--- src/rtl/gamma_stream_coder.sv ---
`default_nettype none
// ============================================================================
// Module      : gamma_stream_coder
// Description : Streaming gamma (keystream) coder. Each accepted word is
//               combined with the low bits of a Galois LFSR using XOR, ADD,
//               SUB or bypass. The result is registered with valid/ready
//               flow control. Supports reseeding and counts accepted words.
// Revision    : 1.0 - initial release
// ============================================================================
module gamma_stream_coder #(
    parameter int                WIDTH  = 8,
    parameter int                LFSR_W = 16,
    parameter logic [LFSR_W-1:0] POLY   = 16'hB400,
    parameter logic [LFSR_W-1:0] SEED   = 16'hACE1,
    parameter int                CNT_W  = 16
) (
    input  logic              clk,
    input  logic              res_n,
    input  logic              en,
    input  logic [1:0]        mode,
    input  logic              inp_valid,
    output logic              inp_ready,
    input  logic [WIDTH-1:0]  inp_data,
    output logic              out_valid,
    input  logic              out_ready,
    output logic [WIDTH:0]    out_data,
    input  logic              seed_ld,
    input  logic [LFSR_W-1:0] seed_data,
    output logic [CNT_W-1:0]  word_cnt
);

    typedef enum logic [1:0] {
        ST_IDLE   = 2'd0,
        ST_RUN    = 2'd1,
        ST_RESEED = 2'd2
    } state_t;

    localparam logic [1:0] C_MODE_XOR = 2'b00;
    localparam logic [1:0] C_MODE_ADD = 2'b01;
    localparam logic [1:0] C_MODE_SUB = 2'b10;

    state_t            state_q, state_d;
    logic [LFSR_W-1:0] lfsr_q, lfsr_d;
    logic              out_valid_q, out_valid_d;
    logic [WIDTH:0]    out_data_q, out_data_d;
    logic [CNT_W-1:0]  cnt_q, cnt_d;

    logic              w_accept;
    logic              w_reseed;
    logic [WIDTH-1:0]  w_gamma;
    logic [WIDTH:0]    w_sum;
    logic [WIDTH:0]    w_diff;
    logic [WIDTH:0]    w_result;
    logic [LFSR_W-1:0] w_lfsr_step;
    logic [LFSR_W-1:0] w_new_seed;

    // A reseed request blocks input so the old keystream is never mixed with the new one.
    assign inp_ready = (state_q == ST_RUN) & en & ~seed_ld & (~out_valid_q | out_ready);
    assign w_accept  = inp_valid & inp_ready;

    // The reseed load happens on entry to RESEED, so RESEED already shows the new seed.
    assign w_reseed  = (state_d == ST_RESEED);

    assign w_gamma     = lfsr_q[WIDTH-1:0];
    assign w_lfsr_step = (lfsr_q >> 1) ^ (lfsr_q[0] ? POLY : '0);
    assign w_new_seed  = (seed_data == '0) ? SEED : seed_data;

    // A zero-extended WIDTH+1 subtraction leaves the borrow (d < g) in the top bit.
    assign w_sum  = {1'b0, inp_data} + {1'b0, w_gamma};
    assign w_diff = {1'b0, inp_data} - {1'b0, w_gamma};

    // Per-word operation selected by the mode sampled with the word.
    always_comb begin
        w_result = {1'b0, inp_data};
        case (mode)
            C_MODE_XOR: w_result = {1'b0, inp_data ^ w_gamma};
            C_MODE_ADD: w_result = w_sum;
            C_MODE_SUB: w_result = w_diff;
            default:    w_result = {1'b0, inp_data};
        endcase
    end

    // Next-state logic: reseed takes priority over run/idle transitions.
    always_comb begin
        state_d = state_q;
        case (state_q)
            ST_IDLE: begin
                if (seed_ld)  state_d = ST_RESEED;
                else if (en)  state_d = ST_RUN;
            end
            ST_RUN: begin
                if (seed_ld)  state_d = ST_RESEED;
                else if (!en) state_d = ST_IDLE;
            end
            ST_RESEED: begin
                state_d = en ? ST_RUN : ST_IDLE;
            end
            default: state_d = ST_IDLE;
        endcase
    end

    // Datapath next values: keystream, output register and word counter.
    always_comb begin
        lfsr_d      = lfsr_q;
        out_valid_d = out_valid_q;
        out_data_d  = out_data_q;
        cnt_d       = cnt_q;

        if (w_reseed) begin
            lfsr_d = w_new_seed;
        end else if (w_accept) begin
            lfsr_d = w_lfsr_step;
        end

        if (w_reseed) begin
            cnt_d = '0;
        end else if (w_accept) begin
            cnt_d = cnt_q + CNT_W'(1);
        end

        // A pending output is kept across IDLE/RESEED until the sink takes it.
        if (w_accept) begin
            out_valid_d = 1'b1;
            out_data_d  = w_result;
        end else if (out_ready) begin
            out_valid_d = 1'b0;
        end
    end

    // State and datapath registers with asynchronous reset.
    always_ff @(posedge clk or negedge res_n) begin
        if (!res_n) begin
            state_q     <= ST_IDLE;
            lfsr_q      <= SEED;
            out_valid_q <= 1'b0;
            out_data_q  <= '0;
            cnt_q       <= '0;
        end else begin
            state_q     <= state_d;
            lfsr_q      <= lfsr_d;
            out_valid_q <= out_valid_d;
            out_data_q  <= out_data_d;
            cnt_q       <= cnt_d;
        end
    end

    assign out_valid = out_valid_q;
    assign out_data  = out_data_q;
    assign word_cnt  = cnt_q;

endmodule
`default_nettype wire

--- config.mk ---
export PLATFORM = sky130hd
export DESIGN_NAME = gamma_stream_coder
export DESIGN_NICKNAME = d
export VERILOG_FILES = /design/src/rtl/gamma_stream_coder.sv
export SDC_FILE = /design/constraint.sdc
export NUM_CORES = 1
export LEC_CHECK = 0
export ABC_AREA = 1
export CORE_MARGIN = 5
export CORE_UTILIZATION = 40
export DETAILED_ROUTE_END_ITERATION = 10
export GPL_TIMING_DRIVEN = 0
export PLACE_DENSITY = 0.69
export SYNTH_ARGS = -nofsm -noshare
export SYNTH_HDL_FRONTEND = slang
export SYNTH_SLANG_ARGS = --single-unit
--- constraint.sdc ---
create_clock -name clk -period 4.2 [get_ports clk]
set_input_delay 0.84 -clock clk [delete_from_list [all_inputs] [get_ports clk]]
set_output_delay 0.84 -clock clk [all_outputs]
set_load 0.01 [all_outputs]
==> impl_results.md, run 1 <==
* Detail Placement HPWL at ~6600 µm
* Rel. slew slack at 0.631
* Synth cell types at 39
* CP delay by family, top: buffers and inverters
* HP Class: in2async
* Worst Path Required at 3.36 ns
* # clock sinks at 44
* Total congestion overflow at 0
* Routed WL at 8660 µm
* Initial core utilization at 0.406
* Routability cong. at roughly 0.89
* Leading cell types in the layout, fill and taps excluded: nand2_1 (121), nor2_1 (58), clkdlybuf4s50_1 (57)
* Core area at 7650 µm²
* Antenna violations before repair at 0
* First-pass GRT wire length at roughly 14000 µm
* CP Capture Type: output pin
* Number of buffers created by CTS at 5
* Worst-Skew Late Latency at a little over 0.3 ns
* Pwr Density at ~330 nW/µm²
* CP startpoint kind: primary input
* Post-layout min period at approximately 3 ns
* Final Hold Vio Count at 0
* Diodes inserted at 0
* Detail Route Antenna Nets at 0
* RSZ-0062 raised after global routing: no
* P&R area growth vs syn at 25.9%
* CTS max path bufs at 2
* Vias per inst at approximately 5.2
* Io pins at approximately 60
* CP bufs+invs at 3
* Kind of critical path: in2out
* Skew final at 0.0124 ns
* Pre-Repair DR Iteration Count at 5
* Largest net degree at the start of global routing at 37
* Chip Width at a little under 100 µm
* CP max FO at 2
* Root Buffer: clkbuf_8
* Vias in the first global route at 2971
* Crit-path cells: clkdlybuf4s50_1 -> inv_1 -> nand4_1 -> nor2_1 -> clkdlybuf4s50_1
* Register area share after synthesis at 0.358
* Final Power at between 1000 and 1500 µW
* Mapped Nets at approximately 500
* Post-CTS Setup Bufs at 0
* Row Count at 32
* Hold buffers post-CTS at 0
* Syn avg cell area at slightly below 7 µm²
* DR vias at roughly 3200
* Synth Instances at approximately 450
* Most common cell after layout, fill and taps aside: nand2_1
* DRC at 0
* Slew Viols, Final at 0
* Gates resized, CTS repair at 0
* Die Y at 98.1 µm
* Layout cell share with drive strength beyond 1 at 0.0796
* Cell mode on critical path: clkdlybuf4s50_1
* LEAKAGE at about 0.0018 µW
* Final Setup Violations at 0
* Fin crit share at 0.703
* CP max stage cell: clkdlybuf4s50_1
* Worst Path Arrival at approximately 2.1 ns
* CTS tree: built
* DIE AREA at around 9600 µm²
* Area of the mapped netlist at 3110 µm²
* H-tree Lvls at 2
* Setup TNS at 0 ns
* Tot GR Track Use at 0.178
* I/O Buffers at 58
* CP max stage delay at 0.54 ns
* Worst VDD drop at around 0.13 mV
* Final nets at ~560
* Fmax at between 300 and 400 MHz
* Synthesized flop and latch total at 44
* 1st-iter DRT viols at roughly 180
* Max-Cap Viols at 0
* Drt wl/cell at roughly 14 µm
* Clock-pin slew on the worst setup and hold paths at roughly 0.09 ns
* Yosys warning count at 0
* Worst Tran Pin Value at approximately 0.55 ns
* Status: complete, no violations
[cell type report]
class                           count  area [µm²]
Fill cell                         750        3740
Multi-Input combinational cell    340        1720
Sequential cell                    44        1110
Timing Repair Buffer               59         596
Inverter                           52         195
Tap cell                          102         128
Buffer                             13        77.6
Clock buffer                        5        68.8
Clock inverter                      2        12.5
[path summary, 6_finish.rpt]
| check | from | endpoint | slack [ns] | cells past startpoint |
|---|---|---|---|---|
| min in group clk | out_data[5]$_DFFE_PN0P_ | out_data[5]$_DFFE_PN0P_ | 0.48 | 2 |
| max in group asynchronous | res_n | lfsr_q[10]$_DFFE_PN1P_ | 3.26 | 2 |
| worst min register to register | out_data[5]$_DFFE_PN0P_ | out_data[5]$_DFFE_PN0P_ | 0.48 | 2 |
| worst min-delay path | res_n | out_data[1]$_DFFE_PN0P_ | 0.39 | 1 |
| worst max-delay path | seed_ld | inp_ready | 1.25 | 5 |
| worst max register to register | lfsr_q[0]$_DFFE_PN1P_ | out_data[7]$_DFFE_PN0P_ | 1.56 | 19 |
[metal layers]
metal,up-vias,GRT usage,wire length (µm)
li1,1614,-,-
met3,16,0.0264,564
met2,113,0.302,4170
met1,1451,0.231,3730
met5,-,0,0
met4,0,0.0639,191
[Yosys cell counts (all sizes together)]
master,n,area (µm²)
nand2,122,460
inv,52,195
nand3b,2,15.0
xnor2,1,8.76
o211ai,5,37.5
dfrtp,36,901
a31o,1,8.76
o31ai,1,7.51
buf,9,62.6
or2,5,31.3
nor3,7,40.0
o21bai,3,22.5
o21a,1,7.51
fa,1,20.0
nor3b,1,7.51
ha,13,163
and2,1,6.26
a21oi,25,125
o22ai,9,56.3
nor2,60,230
a22o,1,8.76
dfstp,8,210
o21ai,35,179
a31oi,5,31.3
clkbuf,4,15.0
nand4,12,75.1
xor2,6,52.6
a22oi,1,12.5
nand3,22,115
[power by group]
group          leakage (µW)  internal (µW)  switching, µW
combinational       0.00118            222            270
sequential         0.000555            491           47.3
clock             0.0000400            113            154
[per-stage QoR]
stage,worst slack (ns),hold slack [ns],utilization,instance area [µm²],instances
floorplan,1.64,0.437,-,3110,449
global placement,0.952,0.452,0.499,3810,609
detailed placement,0.961,0.463,0.501,3830,610
CTS,1.23,0.396,0.511,3910,617
global route,1.01,0.400,0.511,3910,617
finish,1.25,0.389,0.511,3910,617
[state kept, by name, indices dropped and copies added (netlist names)]
register,flops
state_q,2
word_cnt,16
out_valid,1
out_data,9
lfsr_q,16
[cell families (layout without fill, tap and decap cells)]
group | after synthesis | count (layout) | synth area share
and+or+nand+nor | 232 | 232 | 0.316
AOI/OAI and AO/OA | 87 | 87 | 0.160
buffers and inverters | 65 | 131 | 0.0878
DFF | 44 | 44 | 0.358
adders and majority gates | 14 | 14 | 0.0588
xor gates and xnor gates | 7 | 7 | 0.0197
No activity file was read; power rests on OpenSTA's default activity.
==> run 2, diff against run 1 <==
--- a/config.mk
+++ b/config.mk
@@ -10,7 +10,7 @@
 export CORE_UTILIZATION = 40
 export DETAILED_ROUTE_END_ITERATION = 10
 export GPL_TIMING_DRIVEN = 0
-export PLACE_DENSITY = 0.69
+export PLACE_DENSITY = 0.72
 export SYNTH_ARGS = -nofsm -noshare
 export SYNTH_HDL_FRONTEND = slang
 export SYNTH_SLANG_ARGS = --single-unit
==> constraint.sdc (replaced) <==
create_clock -name clk -period 2.7 [get_ports clk]
set_input_delay 0.54 -clock clk [delete_from_list [all_inputs] [get_ports clk]]
set_output_delay 0.54 -clock clk [all_outputs]
set_load 0.01 [all_outputs]
==> run 2 against run 1 <==
Against the previous run:
- global-route usage rose by 0.21 points
- via count is 2.0% higher
- die area stayed put
- largest power group unchanged
- highest routed layer unchanged
==> impl_results.md, run 2 (synthesized netlist as in run 1, its figures left out) <==
* Crit-path cells: clkdlybuf4s50_1 -> inv_1 -> ha_2 -> a31oi_2 -> xor2_1 -> inv_1 -> ha_4 -> or2_1 -> and2_1 -> nand2_1 -> nand2_1 -> nand2_1 -> nand2_1 -> o21ai_0
* Worst-Skew Late Latency at 0.31 ns (about the same)
* Detail Placement HPWL at 6530 µm (-1.2%)
* Worst Hold Margin at 0.0651 ns (-0.324 ns)
* Fillers at 757 (+0.93%)
* CP startpoint kind: primary input
* Largest net degree at the start of global routing at 39 (+5.4%)
* Vias per inst at 5.25 (+1.5%)
* Total congestion overflow at 0 (unchanged)
* Status: complete, no violations
* Cell mode on critical path: nand2_1
* Worst VDD drop at 0.175 mV (+30%)
* Skew final at 0.0118 ns (-0.000595 ns)
* Root Buffer: clkbuf_8
* Diodes inserted at 0 (unchanged)
* Tot GR Track Use at 0.180 (+0.00208)
* Post-layout min period at roughly 2.5 ns
* Worst Path Arrival at 2.74 ns (+0.63 ns)
* Post-route cell area at 3970 µm² (+1.6%)
* Core area at 7650 µm² (unchanged)
* Fin crit share at 0.931
* P&R area growth vs syn at 27.9%
* DRC at 0 (unchanged)
* Most common cell after layout, fill and taps aside: nand2_1
* Die Y at 98.1 µm (unchanged)
* Leading cell types in the layout, fill and taps excluded: nand2_1 (121), clkdlybuf4s50_1 (57), nor2_1 (56)
* Clock-pin slew on the worst setup and hold paths at 0.08 ns (about the same)
* Worst Tran Pin Value at 0.501 ns (-0.0529 ns)
* 1st-iter DRT viols at 176 (-1.1%)
* Worst Path Required at 2.93 ns (-0.43 ns)
* Fmax at approximately 400 MHz
* Hold buffers post-CTS at 0 (unchanged)
* Reg-to-Reg Start: lfsr_q[0]$_DFFE_PN1P_
* Met3 usage at 0.0300 (+0.00357)
* Pwr Density at 518 nW/µm² (+56%)
* Layer with the highest usage: met2
* Routability cong. at 0.951 (+6.4%)
* Pre-Repair DR Iteration Count at 6 (+1)
* Io pins at 59 (unchanged)
* Kind of critical path: in2reg
* Routed WL at 8700 µm (+0.49%)
* CTS max path bufs at 2 (unchanged)
* First-pass GRT wire length at 14400 µm (+4.0%)
* CTS tree: built
* CP Capture Type: flip-flop
* Final Power at 2060 µW (+58%)
* DIE AREA at 9630 µm² (unchanged)
* Vias in the first global route at 3113 (+4.8%)
* Final nets at 563 (+0.36%)
* Final Setup Violations at 0 (unchanged)
* Antenna violations before repair at 0 (unchanged)
* GR Util met1 at 0.229 (-0.00196)
* HP Class: in2async
* Initial core utilization at 0.406 (unchanged)
* Post-Place Cell Area at 3830 µm² (unchanged)
* H-tree Lvls at 2 (unchanged)
* CP startpoint: mode[0]
* I/O Buffers at 58 (unchanged)
* Row Count at 32 (unchanged)
* Layout cell share with drive strength beyond 1 at 0.102 (+0.0227)
* Setup Slack @ Placement at -0.272 ns (-1.23 ns)
* # clock sinks at 44 (unchanged)
* CP max stage cell: clkdlybuf4s50_1
* CP max stage delay at 0.49 ns (-0.05 ns)
* Chip Width at 98.1 µm (unchanged)
* Detail Route Antenna Nets at 0 (unchanged)
* Slew Viols, Final at 0 (unchanged)
* Met2 Track Usage GR at 0.314 (+0.0120)
* Number of buffers created by CTS at 5 (unchanged)
* Final Hold Vio Count at 0 (unchanged)
* DR vias at 3257 (+2.0%)
* CP max FO at 4 (+2)
* Rel. slew slack at 0.666 (+0.0353)
* Drt wl/cell at 14.0 µm (about the same)
* Max-Cap Viols at 0 (unchanged)
* LEAKAGE at 0.00178 µW (+0.43%)
* Post-route setup slack at 0.186 ns (-1.06 ns)
-- run 2: changes by cell type in the layout (fill, tap and decap cells not counted), moves of 2 or more --
cell,change
buf_4,+2
ha_1,-3
ha_4,+2
inv_1,-2
inv_2,+2
nor2_1,-2
nor2_2,+2
-- run 2: metrics by stage --
| stage | cells | TNS, ns | utilization |
|---|---|---|---|
| 4_1_cts | 618 | 0 | 0.512 |
| 3_3_place_gp | 609 | -6.18 | 0.499 |
| 2_1_floorplan | 449 | 0 | - |
| 5_1_grt | 620 | -0.0322 | 0.519 |
| 3_5_place_dp | 610 | -1.25 | 0.501 |
| 6_report | 620 | 0 | 0.519 |
-- run 2: what timing repair did --
| item | CTS | global route |
|---|---|---|
| setup endpoints to repair | 0 | 5 |
| gates resized for setup | 0 | 10 |
| buffers inserted | 0 | 2 |
| hold endpoints to repair | 0 | 0 |
-- run 2: path summary, 6_finish.rpt --
kind | to | slack, ns | cells after the start
setup / recovery | out_data[8]$_DFFE_PN0P_ | 0.19 | 14
hold / removal | out_data[2]$_DFFE_PN0P_ | 0.07 | 1
setup reg to reg | out_data[7]$_DFFE_PN0P_ | 0.21 | 20
hold reg to reg | lfsr_q[11]$_DFFE_PN1P_ | 0.48 | 2
max in group asynchronous | lfsr_q[0]$_DFFE_PN1P_ | 2.12 | 2
min in group clk | lfsr_q[11]$_DFFE_PN1P_ | 0.48 | 2
-- run 2: final cells by class --
type | count | area (µm²) | share of cell area
plain buffers | 13 | 77.6 | 0.0195
multi-input cells | 340 | 1760 | 0.444
flip-flops and latches | 44 | 1110 | 0.280
inverters | 52 | 195 | 0.0491
clock inverters | 2 | 12.5 | 0.00315
well taps | 102 | 128 | 0.0321
clock buffers | 6 | 72.6 | 0.0183
repair buffers | 61 | 611 | 0.154
-- run 2: worst max-delay path, delay by kind of cell --
| kind | cells | cell delay, ns |
|---|---|---|
| buf+inv | 3 | 0.65 |
| fa+ha+maj | 2 | 0.44 |
| compound gates | 2 | 0.29 |
| xor+xnor | 1 | 0.16 |
| simple gates | 6 | 0.65 |
-- run 2: metal layers --
| layer | vias to the layer above | routed length (µm) | part of all wire |
|---|---|---|---|
| li1 | 1611 | - | - |
| met1 | 1529 | 3690 | 0.42 |
| met2 | 105 | 4340 | 0.50 |
| met3 | 12 | 520 | 0.060 |
| met4 | 0 | 145 | 0.017 |
| met5 | - | 0 | 0 |
-- run 2: where the power goes --
part / internal (µW) / switching [µW] / leakage (µW) / total (µW)
logic: 370 / 437 / 0.00119 / 807
registers: 765 / 68.9 / 0.000554 / 833
clock network: 181 / 234 / 0.0000412 / 415
total: 1320 / 740 / 0.00178 / 2060
